--- src/rtl/rx_segment_tracker.sv ---
// rx_segment_tracker: maps voted segment bursts to frame-buffer writes and keeps per-frame sequence statistics
module rx_segment_tracker #(
    parameter int SEGMENT_NUM_MAX = 100,
    parameter int SEG_LEN = 1024,
    parameter int ADDR_W = 17
) (
    input  logic              clk125MHz,
    input  logic              reset,
    input  logic              en_in,
    input  logic [7:0]        data_in,
    input  logic [15:0]       seg_in,
    output logic              wr_en,
    output logic [ADDR_W-1:0] wr_addr,
    output logic [7:0]        wr_data,
    output logic              seg_done,
    output logic              seg_ok,
    output logic              frame_done,
    output logic [15:0]       frame_count,
    output logic [15:0]       lost_count,
    output logic [15:0]       dup_count,
    output logic [15:0]       len_err_count,
    output logic [15:0]       range_err_count
);
    localparam int SW = SEGMENT_NUM_MAX > 1 ? $clog2(SEGMENT_NUM_MAX) : 1;
    localparam int CW = $clog2(SEG_LEN + 2);
    localparam int RW = $clog2(SEGMENT_NUM_MAX + 1);
    typedef enum logic [1:0] {IDLE, RECV, CHECK} state_t;
    state_t                     state_q, state_d;
    logic [SW-1:0]              cur_seg_q, cur_seg_d, last_seg_q, last_seg_d;
    logic [CW-1:0]              byte_cnt_q, byte_cnt_d;
    logic [RW-1:0]              rx_in_frame_q, rx_in_frame_d;
    logic [SEGMENT_NUM_MAX-1:0] bitmap_q, bitmap_d;
    logic                       range_bad_q, range_bad_d, first_seen_q, first_seen_d, blk_q, blk_d;
    logic                       wr_en_q, wr_en_d, seg_done_q, seg_done_d, seg_ok_q, seg_ok_d;
    logic                       frame_done_q, frame_done_d;
    logic [ADDR_W-1:0]          wr_addr_q, wr_addr_d;
    logic [7:0]                 wr_data_q, wr_data_d;
    logic [15:0]                frame_count_q, frame_count_d, lost_count_q, lost_count_d;
    logic [15:0]                dup_count_q, dup_count_d, len_err_count_q, len_err_count_d;
    logic [15:0]                range_err_count_q, range_err_count_d;
    logic [16:0]                lost_sum;
    logic                       start, dup, len_bad;

    function automatic logic [15:0] sat_inc(input logic [15:0] v);
        return v == 16'hFFFF ? v : v + 16'd1;
    endfunction

    assign lost_sum = {1'b0, lost_count_q} + 17'(SEGMENT_NUM_MAX) - 17'(rx_in_frame_q);
    assign start = en_in && !blk_q && state_q != RECV;

    always_comb begin
        state_d = state_q;
        cur_seg_d = cur_seg_q;
        last_seg_d = last_seg_q;
        byte_cnt_d = byte_cnt_q;
        rx_in_frame_d = rx_in_frame_q;
        bitmap_d = bitmap_q;
        range_bad_d = range_bad_q;
        first_seen_d = first_seen_q;
        blk_d = blk_q && en_in;
        wr_en_d = 1'b0;
        wr_addr_d = wr_addr_q;
        wr_data_d = data_in;
        seg_done_d = 1'b0;
        seg_ok_d = 1'b0;
        frame_done_d = 1'b0;
        frame_count_d = frame_count_q;
        lost_count_d = lost_count_q;
        dup_count_d = dup_count_q;
        len_err_count_d = len_err_count_q;
        range_err_count_d = range_err_count_q;
        dup = 1'b0;
        len_bad = 1'b0;
        if (state_q == CHECK) begin
            seg_done_d = 1'b1;
            if (range_bad_q) begin
                range_err_count_d = sat_inc(range_err_count_q);
            end else begin
                if (first_seen_q && cur_seg_q < last_seg_q) begin
                    frame_done_d = 1'b1;
                    frame_count_d = frame_count_q + 16'd1;
                    lost_count_d = lost_sum[16] ? 16'hFFFF : lost_sum[15:0];
                    bitmap_d = '0;
                    rx_in_frame_d = '0;
                end
                dup = bitmap_d[cur_seg_q];
                if (dup) begin
                    dup_count_d = sat_inc(dup_count_q);
                end else begin
                    bitmap_d[cur_seg_q] = 1'b1;
                    rx_in_frame_d = rx_in_frame_d + RW'(1);
                end
                len_bad = byte_cnt_q != CW'(SEG_LEN);
                len_err_count_d = len_bad ? sat_inc(len_err_count_q) : len_err_count_q;
                seg_ok_d = !dup && !len_bad;
                last_seg_d = cur_seg_q;
                first_seen_d = 1'b1;
            end
        end
        // A burst may start in CHECK; the previous burst's check above still completes.
        if (start) begin
            state_d = RECV;
            cur_seg_d = SW'(seg_in);
            byte_cnt_d = CW'(1);
            range_bad_d = seg_in >= 16'(SEGMENT_NUM_MAX);
            wr_en_d = !(seg_in >= 16'(SEGMENT_NUM_MAX));
            wr_addr_d = ADDR_W'(32'(seg_in) * 32'(SEG_LEN));
        end else if (state_q == RECV) begin
            state_d = en_in ? RECV : CHECK;
            byte_cnt_d = (!en_in || byte_cnt_q == CW'(SEG_LEN + 1)) ? byte_cnt_q : byte_cnt_q + CW'(1);
            wr_en_d = en_in && byte_cnt_q < CW'(SEG_LEN) && !range_bad_q;
            wr_addr_d = ADDR_W'(32'(cur_seg_q) * 32'(SEG_LEN) + 32'(byte_cnt_q));
        end else begin
            state_d = IDLE;
        end
    end

    always_ff @(posedge clk125MHz) begin
        if (reset) begin
            state_q <= IDLE;
            cur_seg_q <= '0;
            last_seg_q <= '0;
            byte_cnt_q <= '0;
            rx_in_frame_q <= '0;
            bitmap_q <= '0;
            range_bad_q <= 1'b0;
            first_seen_q <= 1'b0;
            blk_q <= 1'b1;
            wr_en_q <= 1'b0;
            wr_addr_q <= '0;
            wr_data_q <= '0;
            seg_done_q <= 1'b0;
            seg_ok_q <= 1'b0;
            frame_done_q <= 1'b0;
            frame_count_q <= '0;
            lost_count_q <= '0;
            dup_count_q <= '0;
            len_err_count_q <= '0;
            range_err_count_q <= '0;
        end else begin
            state_q <= state_d;
            cur_seg_q <= cur_seg_d;
            last_seg_q <= last_seg_d;
            byte_cnt_q <= byte_cnt_d;
            rx_in_frame_q <= rx_in_frame_d;
            bitmap_q <= bitmap_d;
            range_bad_q <= range_bad_d;
            first_seen_q <= first_seen_d;
            blk_q <= blk_d;
            wr_en_q <= wr_en_d;
            wr_addr_q <= wr_addr_d;
            wr_data_q <= wr_data_d;
            seg_done_q <= seg_done_d;
            seg_ok_q <= seg_ok_d;
            frame_done_q <= frame_done_d;
            frame_count_q <= frame_count_d;
            lost_count_q <= lost_count_d;
            dup_count_q <= dup_count_d;
            len_err_count_q <= len_err_count_d;
            range_err_count_q <= range_err_count_d;
        end
    end

    assign wr_en = wr_en_q;
    assign wr_addr = wr_addr_q;
    assign wr_data = wr_data_q;
    assign seg_done = seg_done_q;
    assign seg_ok = seg_ok_q;
    assign frame_done = frame_done_q;
    assign frame_count = frame_count_q;
    assign lost_count = lost_count_q;
    assign dup_count = dup_count_q;
    assign len_err_count = len_err_count_q;
    assign range_err_count = range_err_count_q;
endmodule

--- config.mk ---
export PLATFORM = sky130hd
export DESIGN_NAME = rx_segment_tracker
export DESIGN_NICKNAME = d
export VERILOG_FILES = /design/src/rtl/rx_segment_tracker.sv
export SDC_FILE = /design/constraint.sdc
export NUM_CORES = 1
export LEC_CHECK = 0
export CAP_MARGIN = 20
export CORE_ASPECT_RATIO = 0.7
export CORE_MARGIN = 2
export CORE_UTILIZATION = 55
export DETAILED_ROUTE_END_ITERATION = 7
export PLACE_DENSITY = 0.79
export SLEW_MARGIN = 25
export SYNTH_ARGS = -nofsm -noshare
export SYNTH_HDL_FRONTEND = slang
export SYNTH_SLANG_ARGS = --single-unit
--- constraint.sdc ---
create_clock -name clk125MHz -period 3.3 [get_ports clk125MHz]
set_input_delay 0.66 -clock clk125MHz [delete_from_list [all_inputs] [get_ports clk125MHz]]
set_output_delay 0.66 -clock clk125MHz [all_outputs]
set_load 0.01 [all_outputs]
-- Yosys cells after proc, flatten, opt, wreduce, memory -nomap -nowiden
Index checks and enable logic that the tools add are counted.
- flip-flop bits (word level): 246
- bits in latches: 0
- bits in writable memories: 0
- memory bits (read-only): 0
- input port bits: 27
- word-level logic and storage cells: 105
- memories kept: 0
- $add $sub $neg: 9
- $mul: 0
- div/mod/pow operators: 0
- $lt $le $gt $ge: 5
- equal/unequal tests: 9
- shifts and indexed selects: 0
- multiplexer cells: 25
- bitwise logic cells: 8
- reduce and logical (&&, ||, !) cells: 26
- operator list (cell ; count):
    2-to-1 mux 100 bit ; 4
    OR 100 bit ; 1
    adder 16 x 1 -> 16 bit (second input constant) ; 4
    == test 16 bit (second input constant) ; 3
    2-to-1 mux 17 bit ; 2
    2-to-1 mux 7 bit ; 4
    adder 16 x 7 -> 17 bit (second input constant) ; 1
    adder 17 x 11 -> 17 bit ; 1
    subtractor 17 x 7 -> 17 bit ; 1
    >= comparator 16 x 7 -> 1 bit (second input constant) ; 1
    2-to-1 mux 16 bit ; 1
    adder 11 x 1 -> 11 bit (second input constant) ; 1
    == test 11 bit (second input constant) ; 1
    < comparator 11 bit (second input constant) ; 1
    2-to-1 mux 1 bit ; 11
    inequality test 11 bit (second input constant) ; 1
    logical AND 1 bit ; 8
    < comparator 7 x 8 -> 1 bit (second input constant) ; 1
    AND reduction 4 bit ; 2
    adder 7 x 1 -> 7 bit (second input constant) ; 1
    binary-select mux 1 bit (select 7 bit) ; 1
    demux 1 bit (select 7 bit) ; 1
    >= comparator 7 x 1 -> 1 bit (second input constant) ; 1
    < comparator 7 bit ; 1
    13 further kinds ; 28

-- Logic depth before layout (Yosys ltp)
Gate-level depths: netlist of the first run.
- depth in word-level cells: 9
- mapped depth: 13
- mapped depth without buffers: 12

-- Worst setup path after synthesis of the first run
No wires, ideal clock.
- kind: flip-flop to flip-flop
- start point: register lost_count_q[2] (netlist: lost_count[2])
- end point: register lost_count_q[13] (netlist: lost_count[13])
- library setup time: 143 ps
- data arrival time: 2695 ps
- data required time: 3157 ps
- slack: 461 ps
- cell stages (with the launch flop): 13
- period minus slack after synthesis: 2839 ps
- cells stage by stage: dfxtp_1 > inv_1 > ha_1 > inv_1 > ha_1 > a21oi_1 > o211ai_1 > o21ai_0 > o2111ai_1 > a21oi_1 > xnor2_1 > clkbuf_1 > a311oi_1
- cells in the longest elaborated chain, start to end: 3
- ends and longest elaborated chain (element ; line ; text):
    start: declaration ; 38 ; logic [15:0] frame_count_q, frame_count_d, lost_count_q, lost_count_d;
    start signal: assignment ; 157 ; lost_count_q <= lost_count_d;
    adder 16 x 7 -> 17 bit ; 48 ; assign lost_sum = {1'b0, lost_count_q} + 17'(SEGMENT_NUM_MAX) - 17'(rx_in_frame_q);
    subtractor 17 x 7 -> 17 bit ; 48 ;
    2-to-1 mux 16 bit ; 82 ; lost_count_d = lost_sum[16] ? 16'hFFFF : lost_sum[15:0];
Every way passes these cells.
A chain may end at the register's enable or synchronous reset.

-- Final worst setup path of the first run
- start point: register cur_seg_q[1]
- end point: register bitmap_q[91]
- cells in the longest elaborated chain, start to end: 8
- elaborated cells between the ends (all ways): 14
- ends and longest elaborated chain (element ; line ; text):
    start: declaration ; 29 ; logic [SW-1:0] cur_seg_q, cur_seg_d, last_seg_q, last_seg_d;
    start signal: assignment ; 142 ; cur_seg_q <= cur_seg_d;
    < comparator 7 bit ; 79 ; if (first_seen_q && cur_seg_q < last_seg_q) begin
    logical AND 1 bit ; 79 ;
    2-to-1 mux 100 bit ; 79 ;
    2-to-1 mux 100 bit ; 76 ; if (range_bad_q) begin
    2-to-1 mux 100 bit ; 74 ; if (state_q == CHECK) begin
    binary-select mux 1 bit (select 7 bit) ; 86 ; dup = bitmap_d[cur_seg_q];
    2-to-1 mux 1 bit (implied by the code) ; 86 ;
    2-to-1 mux 100 bit * ; 87 ; if (dup) begin
    end signal: assignment ; 146 ; bitmap_q <= bitmap_d;
    end: declaration ; 32 ; logic [SEGMENT_NUM_MAX-1:0] bitmap_q, bitmap_d;
Mark *: on every way between the ends. The rest lies on a longest branch, timed or not. The select of a mux whose other input is x is not followed.

==> results of run 1 <==
-- worst max-delay path, stage by stage, from the launching register on --
cell and delay, ps:
dfxtp_1 480, buf_12 220, mux2i_1 220, a211oi_1 120
o31ai_1 460, nand4_1 310, nor2_2 470, a31oi_2 220
buf_12 230, o31ai_1 280
-- path summary, 6_finish.rpt --
path / to / cells past startpoint / slack, ps / startpoint
setup reg to reg: bitmap_q[91] / 9 / 160 / cur_seg_q[1]
hold reg to reg: bitmap_q[73] / 2 / 450 / bitmap_q[73]
setup / recovery: bitmap_q[91] / 9 / 160 / cur_seg_q[1]
hold / removal: bitmap_q[73] / 2 / 450 / bitmap_q[73]
-- cell usage in the layout (no fill, tap or decap), types with 12 or more instances in the layout --
| cell | count |
|---|---|
| mux2i_1 | 19 |
| nor3_1 | 18 |
| buf_4 | 47 |
| nand4_1 | 32 |
| xnor2_1 | 37 |
| a311oi_1 | 15 |
| nand2_1 | 214 |
| o21ai_0 | 89 |
| a211oi_1 | 14 |
| o31ai_1 | 28 |
| nor4_1 | 13 |
| nor2b_1 | 31 |
| nand2b_1 | 14 |
| nor2_1 | 133 |
| mux4_2 | 12 |
| xor2_1 | 31 |
| clkbuf_16 | 25 |
| or3_1 | 12 |
| ha_1 | 38 |
| clkdlybuf4s50_1 | 134 |
| inv_1 | 53 |
| a21oi_1 | 63 |
| mux2_2 | 18 |
| dfxtp_1 | 245 |
| nand3_1 | 35 |
-- logic make-up after synthesis --
group                      count (synthesis)
AOI/OAI and AO/OA                        264
xor gates and xnor gates                  68
DFF                                      246
buffers and inverters                    140
and+or+nand+nor                          559
muxes                                     53
adders and majority gates                 39
-- state kept, by name (all words and copies together), names as in the netlist, 8 cells and up --
| signal | flops |
|---|---|
| bitmap_q | 100 |
| byte_cnt_q | 11 |
| dup_count | 16 |
| frame_count | 16 |
| len_err_count | 16 |
| lost_count | 16 |
| range_err_count | 16 |
| wr_addr | 17 |
| wr_data | 8 |
-- cell type report --
class                   instances  area, µm²  area share
inverters                      53        199      0.0140
repair buffers                185       1770       0.125
multi-input cells             983       6150       0.432
clock buffers                  36        707      0.0497
clock inverters                 6        130     0.00914
flip-flops and latches        246       4930       0.346
well taps                     276        345      0.0243
-- power breakdown --
group          switching (mW)  internal [mW]
Combinational           0.192          0.124
Clock                    1.16           1.79
Sequential             0.0242           2.99
Total                    1.37           4.90
-- what timing repair did --
action                                  in CTS  in global routing
endpoints found under the hold margin        0                  0
pin swaps                                    1                  0
gates resized for setup                      0                  2
gates cloned                                 0                  0
endpoints found under the setup margin       2                  3
-- routing by layer --
| metal | GRT usage | vias up | share of wire |
|---|---|---|---|
| met3 | 0.0648 | 63 | 0.083 |
| met5 | 0 | - | 0 |
| met1 | 0.372 | 4903 | 0.44 |
| met4 | 0.0718 | 0 | 0.024 |
| met2 | 0.428 | 380 | 0.45 |
| li1 | - | 4994 | - |
==> impl_metrics.ini, run 1 <==
[synth]
synth_compound_area_frac = 0.144
yosys.area.top_type = dfxtp_1
avgSynthCellArea_um2 = 8.49
synth_most_common_cell = dfxtp_1
synth_seq_area_share = 0.424
yosysTopAreaCellShare = 0.424
synth_fa_ha_area_frac = 0.0426
synthFlopType = dfxtp_1
synthMuxAreaShare = 0.0610
synth_top_family_by_area = simple AND/OR/NAND/NOR gates
yosys.area_share.simple = 0.227
yosysWarnings = 0
syn_area_mm2 = 0.0116
ys_top_cells_by_area = dfxtp_1 (42%), nand2_1 (6.9%), nor2_1 (4.3%)
synth_edf_count = 0
syn_nets = 1435
synth_seq_cells = 246
syn_inst = 1369
synth-xor-area-share = 0.0513
synthDistinctLibCells = 72
async_flop_share = 0
ys_top_cells_by_count = dfxtp_1 (246), nand2_1 (214), nor2_1 (134)

[clock_tree]
clk_latency_ps = 520
cts_max_path_buffers = 3
clock_sinks = 246
htreeDepth = 1
cts_hold_buf = 0
path_clk_slew_ps = 70
cts-root-buf = clkbuf_16
cts_buffers = 24
cts_setup_buffers = 0
tritoncts = built

[sta]
finalMaxSlewViolations = 0
setup_viol = 0
period_share = 0.951
slew_headroom = 0.395
worst_pin_slew_ps = 906
skew_ps = 10.7
rsz0062_at_grt = false
finalHoldViolCount = 0
max_freq_mhz = 319
fin_tns_setup_ps = 0
setup_slack_ps = 162
finalCriticalPeriod_ps = 3140
hold-worst-slack_ps = 451

[global_routing]
first_global_vias = 9870
track_usage = 0.271
grt_antenna_before_repair = 0
grt_max_degree = 73
grt_overflow = 0
grt_pass1_wl_um = 50100

[power]
p_per_area_mw_per_mm2 = 441
p_leak_nw = 5.00
total_power_mw = 6.27
ir_drop_v = 0.000415

[layout]
utilization = 0.688
num-nets-final = 1559
antenna_cells = 0
design_area_mm2 = 0.0142
drive_above_1_share = 0.0875
syn2layout_area_growth_pct = 22.5
fillers = 1660
stdcell_count = 1785

[drt]
drtIter0Drc = 1037
dr_total_vias = 10300
antenna_left = 0
via_per_inst = 5.79
drc = 0
wl_per_cell_um = 17.3
drt_pre_antenna_iters = 5
drt_wl_total_um = 30800

[placed_design]
hpwl_um = 20600
io_buffers = 135
dpl_cell_area_mm2 = 0.0134
post-place-cells = 1742
gp_congestion = 0.911
pre_cts_ws_ps = 54.7

[die]
start_util = 0.561
core_mm2 = 0.0207
rows = 44
dieArea_mm2 = 0.0223
die_w_um = 178
die_h_um = 126
ios = 136

[worst_hold_path]
worstHoldPathType = reg2reg

[critical_path]
critPathKind = reg2reg
cp-start-kind = flip-flop
cp_max_fo = 30
cp-end-kind = flip-flop
worstPathRequired_ps = 3720
cp.arrival_ps = 3550

[flow_run]
max_cap_violations = 0

[outcome]
status = finished, final reports clean
No activity file was read; power rests on OpenSTA's default activity.
==> run 2: changes to the inputs <==
Clock period 3.3 ns to 3.9 ns, I/O delays scaled along.
==> run 2 against run 1 <==
Effect of this change: final area fell by 1.9%; largest power group unchanged; global-route usage is 1.3 points lower; utilization decreased by 1.3 points; die area unchanged; final cell count fell by 1.3%; hold slack improved by 0.56 ps.
==> impl_metrics.ini, run 2 (same netlist as run 1, synthesis figures left out) <==
[layout]
largest_register = bitmap_q
antenna_cells = 0
fillers = 1733
num-nets-final = 1535
largest_reg_flops = 100
drive_above_1_share = 0.0754
design_area_mm2 = 0.0140
layout_common_cells = dfxtp_1 (245), nand2_1 (214), clkdlybuf4s50_1 (134), nor2_1 (133), o21ai_0 (89)
final_common_cell = dfxtp_1
utilization = 0.674
syn2layout_area_growth_pct = 20.1

[die]
start_util = 0.561
core_mm2 = 0.0207
ios = 136
die_w_um = 178
dieArea_mm2 = 0.0223
rows = 44
die_h_um = 126

[power]
p_leak_nw = 4.84
p_per_area_mw_per_mm2 = 366
clock_power_share = 0.452
ir_drop_v = 0.000303
switching_power_mw = 1.15
p_comb_frac = 0.048
p_sw_frac = 0.225
p_int_mw = 3.96
power_frac_seq = 0.500

[clock_tree]
clock_sinks = 246
htreeDepth = 1
cts_buffers = 23
tritoncts = built
cts-resized-gates = 0
cts_setup_buffers = 0
cts_max_path_buffers = 3
path_clk_slew_ps = 70
cts_hold_buf = 0
cts-root-buf = clkbuf_16
clk_latency_ps = 510

[sta]
rsz0062_at_grt = false
skew_ps = 12.2
period_share = 0.930
finalMaxSlewViolations = 0
max_freq_mhz = 276
worst_pin_slew_ps = 999
setup_viol = 0
fin_tns_setup_ps = 0
finalHoldViolCount = 0
slew_headroom = 0.334
finalCriticalPeriod_ps = 3630

[critical_path]
worstPathRequired_ps = 4340
cp_max_fo = 20
cp-end-kind = flip-flop
cp.arrival_ps = 4060
critPathKind = reg2reg
cp-start-kind = flip-flop

[flow_run]
max_cap_violations = 0

[placed_design]
io_buffers = 135
hpwl_um = 20000
gp_congestion = 0.865
dpl_cell_area_mm2 = 0.0132

[drt]
via_per_inst = 5.78
drt_wl_total_um = 29100
antenna_left = 0
drtIter0Drc = 1005
drc = 0
wl_per_cell_um = 16.5
dr_total_vias = 10200
drt_pre_antenna_iters = 6

[global_routing]
first_global_vias = 9467
grt_max_degree = 101
track_usage = 0.258
grt_overflow = 0
grt_antenna_before_repair = 0
grt_pass1_wl_um = 47700

[outcome]
status = finished, final reports clean

[worst_hold_path]
worstHoldPathType = reg2reg
## run 2: cell types whose count changed in the layout (fill, tap and decap cells not counted), moves of 2 or more
cell        previous run  this run
buf_4                 47        27
clkbuf_1               7         2
clkinvlp_4             0         4
buf_12                 4         1
bufinv_16              4         2
clkbuf_16             25        23
clkbuf_8               4         6
clkinv_2               2         4
## run 2: through the flow
step           instances  setup slack, ps  power, mW  hold slack [ps]
6_report            1761              271       5.11              451
4_1_cts             1761              430       5.13              454
5_1_grt             1761              105       5.25              478
3_5_place_dp        1720              462       2.85              440
3_3_place_gp        1720              608       2.85              429
2_1_floorplan       1369             1060       2.76              417
## run 2: path summary, 6_finish.rpt
check	from	endpoint	slack, ps	cells after the start
setup / recovery	cur_seg_q[1]	bitmap_q[98]	270	8
hold reg to reg	bitmap_q[54]	bitmap_q[54]	450	2
hold / removal	bitmap_q[54]	bitmap_q[54]	450	2
setup reg to reg	cur_seg_q[1]	bitmap_q[98]	270	8
## run 2: power by group through the flow
stage	Clock, mW	Combinational (mW)	Sequential, mW
after floorplan	0	0.153	2.60
after global placement	0	0.239	2.61
after detailed placement	0	0.243	2.61
after CTS	2.33	0.245	2.55
after global routing	2.43	0.267	2.55
final	2.31	0.246	2.55
## run 2: area by class of cell
| cell class | count | area (µm²) | share of cell area |
|---|---|---|---|
| clock inverter | 10 | 110 | 0.00789 |
| timing repair buffer | 162 | 1560 | 0.112 |
| tap | 276 | 345 | 0.0247 |
| clock buffer | 31 | 666 | 0.0477 |
| multi-input combinational | 983 | 6150 | 0.440 |
| sequential | 246 | 4930 | 0.353 |
| inverter | 53 | 199 | 0.0143 |
## run 2: per-layer routing
metal | wire [µm] | part of all wire | up-vias | GRT usage
met2 | 12300 | 0.42 | 370 | 0.379
met4 | 676 | 0.023 | 0 | 0.0665
met3 | 2340 | 0.080 | 53 | 0.0566
li1 | - | - | 4957 | -
met1 | 13800 | 0.47 | 4796 | 0.381
met5 | 0 | 0 | - | 0
## run 2: worst max-delay path, cell delays in order (launching register included)
cell and delay [ps]:
dfxtp_1 940, mux2i_1 290, a211oi_1 110, o31ai_1 440, nand4_1 260, nor2_2 670
a32oi_1 390, buf_4 280, o21ai_0 160
==> run 3: changes to the inputs <==
Clock period 3.9 ns to 3.8 ns, I/O delays scaled along.
==> run 3 against run 2 <==
Effect of this change: utilization up 0.35 points; first-iteration DRC count shrank 13%; wire length grew 1.4%; final cell count is 0.62% higher; clock skew is 1.3 ps lower; largest cell class unchanged; via count up 0.70%; final area increased by 0.52%.
==> impl_metrics.ini, run 3 (same netlist as run 1, synthesis figures left out) <==
[global_routing]
grt_pass1_wl_um = 48400
grt_max_degree = 101
first_global_vias = 9489
grt_overflow = 0
grt_antenna_before_repair = 1
track_usage = 0.262

[clock_tree]
cts_hold_buf = 0
clk_latency_ps = 520
tritoncts = built
path_clk_slew_ps = 60
clock_sinks = 246
cts-root-buf = clkbuf_16
cts_buffers = 24
htreeDepth = 1
cts_setup_buffers = 0
cts-resized-gates = 0
cts_max_path_buffers = 3

[flow_run]
max_cap_violations = 0

[die]
die_w_um = 178
die_h_um = 126
ios = 136
start_util = 0.561
rows = 44
core_mm2 = 0.0207
dieArea_mm2 = 0.0223

[outcome]
status = finished, final reports clean

[drt]
drt_wl_total_um = 29500
via_per_inst = 5.78
antenna_left = 0
wl_per_cell_um = 16.7
drt_pre_antenna_iters = 5
dr_total_vias = 10200
drtIter0Drc = 870
drc = 0

[sta]
finalCriticalPeriod_ps = 3380
hold-worst-slack_ps = 453
setup_viol = 0
fin_tns_setup_ps = 0
period_share = 0.891
rsz0062_at_grt = false
finalHoldViolCount = 0
setup_slack_ps = 415
skew_ps = 10.9
finalMaxSlewViolations = 0
max_freq_mhz = 295
slew_headroom = 0.376
worst_pin_slew_ps = 933

[critical_path]
cp-end-kind = flip-flop
endpoint = bitmap_q[41]
worstPathRequired_ps = 4210
startpoint = cur_seg_q[0]
cp.arrival_ps = 3790
reg2reg_from = cur_seg_q[0]
ff2ff_setup_slack_ps = 420
ff2ff_path_depth = 9
reg2reg_to = bitmap_q[41]
critPathKind = reg2reg
cp_max_fo = 30
cp-start-kind = flip-flop

[layout]
design_area_mm2 = 0.0140
antenna_cells = 0
largest_reg_flops = 100
layout_common_cells = dfxtp_1 (245), nand2_1 (214), clkdlybuf4s50_1 (134), nor2_1 (133), o21ai_0 (89)
utilization = 0.678
largest_register = bitmap_q
syn2layout_area_growth_pct = 20.8
num-nets-final = 1544
drive_above_1_share = 0.0802
final_common_cell = dfxtp_1

[placed_design]
dpl_cell_area_mm2 = 0.0133
gp_congestion = 0.898
hpwl_um = 20100
pre_cts_ws_ps = 491
io_buffers = 135

[power]
p_per_area_mw_per_mm2 = 371
ir_drop_v = 0.000289
p_leak_nw = 4.89

[worst_hold_path]
worstHoldPathType = reg2reg
==> run 3: critical path: stages, from the launching register on <==
cell and delay (ps):
dfxtp_2 450, buf_4 250, mux4_2 530, o22ai_1 150
or3_1 130, nand4_1 240, nor2_2 680, a31oi_2 210
buf_4 300, o31ai_1 300
==> run 3: routing by layer <==
layer | share of wire | global-route usage | vias to the layer above
li1 | - | - | 4991
met3 | 0.083 | 0.0596 | 48
met2 | 0.44 | 0.396 | 382
met1 | 0.46 | 0.381 | 4826
met4 | 0.018 | 0.0603 | 0
met5 | 0 | 0 | -
==> run 3: worst min path at each step <==
stage | end | from | depth (start not counted) | slack [ps]
after floorplan | bitmap_q[38] | bitmap_q[38] | 2 | 420
after global placement | bitmap_q[6] | bitmap_q[6] | 2 | 430
after detailed placement | bitmap_q[14] | bitmap_q[14] | 2 | 440
after CTS | bitmap_q[14] | bitmap_q[14] | 2 | 450
after global routing | last_seg_q[5] | last_seg_q[5] | 2 | 470
final | bitmap_q[33] | bitmap_q[33] | 2 | 450
==> run 3: cell type report <==
| cell class | instances | area (µm²) |
|---|---|---|
| fillers | 1650 | 6670 |
| multi-input cells | 983 | 6150 |
| flip-flops and latches | 246 | 4930 |
| repair buffers | 170 | 1640 |
| clock buffers | 36 | 727 |
| well taps | 276 | 345 |
| inverters | 53 | 199 |
| clock inverters | 8 | 48.8 |
==> run 3: through the flow <==
step | power (mW) | cells
6_report | 5.21 | 1772
5_1_grt | 5.37 | 1772
4_1_cts | 5.24 | 1772
3_5_place_dp | 2.93 | 1728
3_3_place_gp | 2.93 | 1728
2_1_floorplan | 2.83 | 1369
==> run 3: where the power goes <==
group | internal (mW) | switching, mW | leakage [nW]
combinational | 0.100 | 0.161 | 2.52
clock | 1.33 | 1.01 | 0.381
sequential | 2.60 | 0.0220 | 1.99
total | 4.02 | 1.19 | 4.89
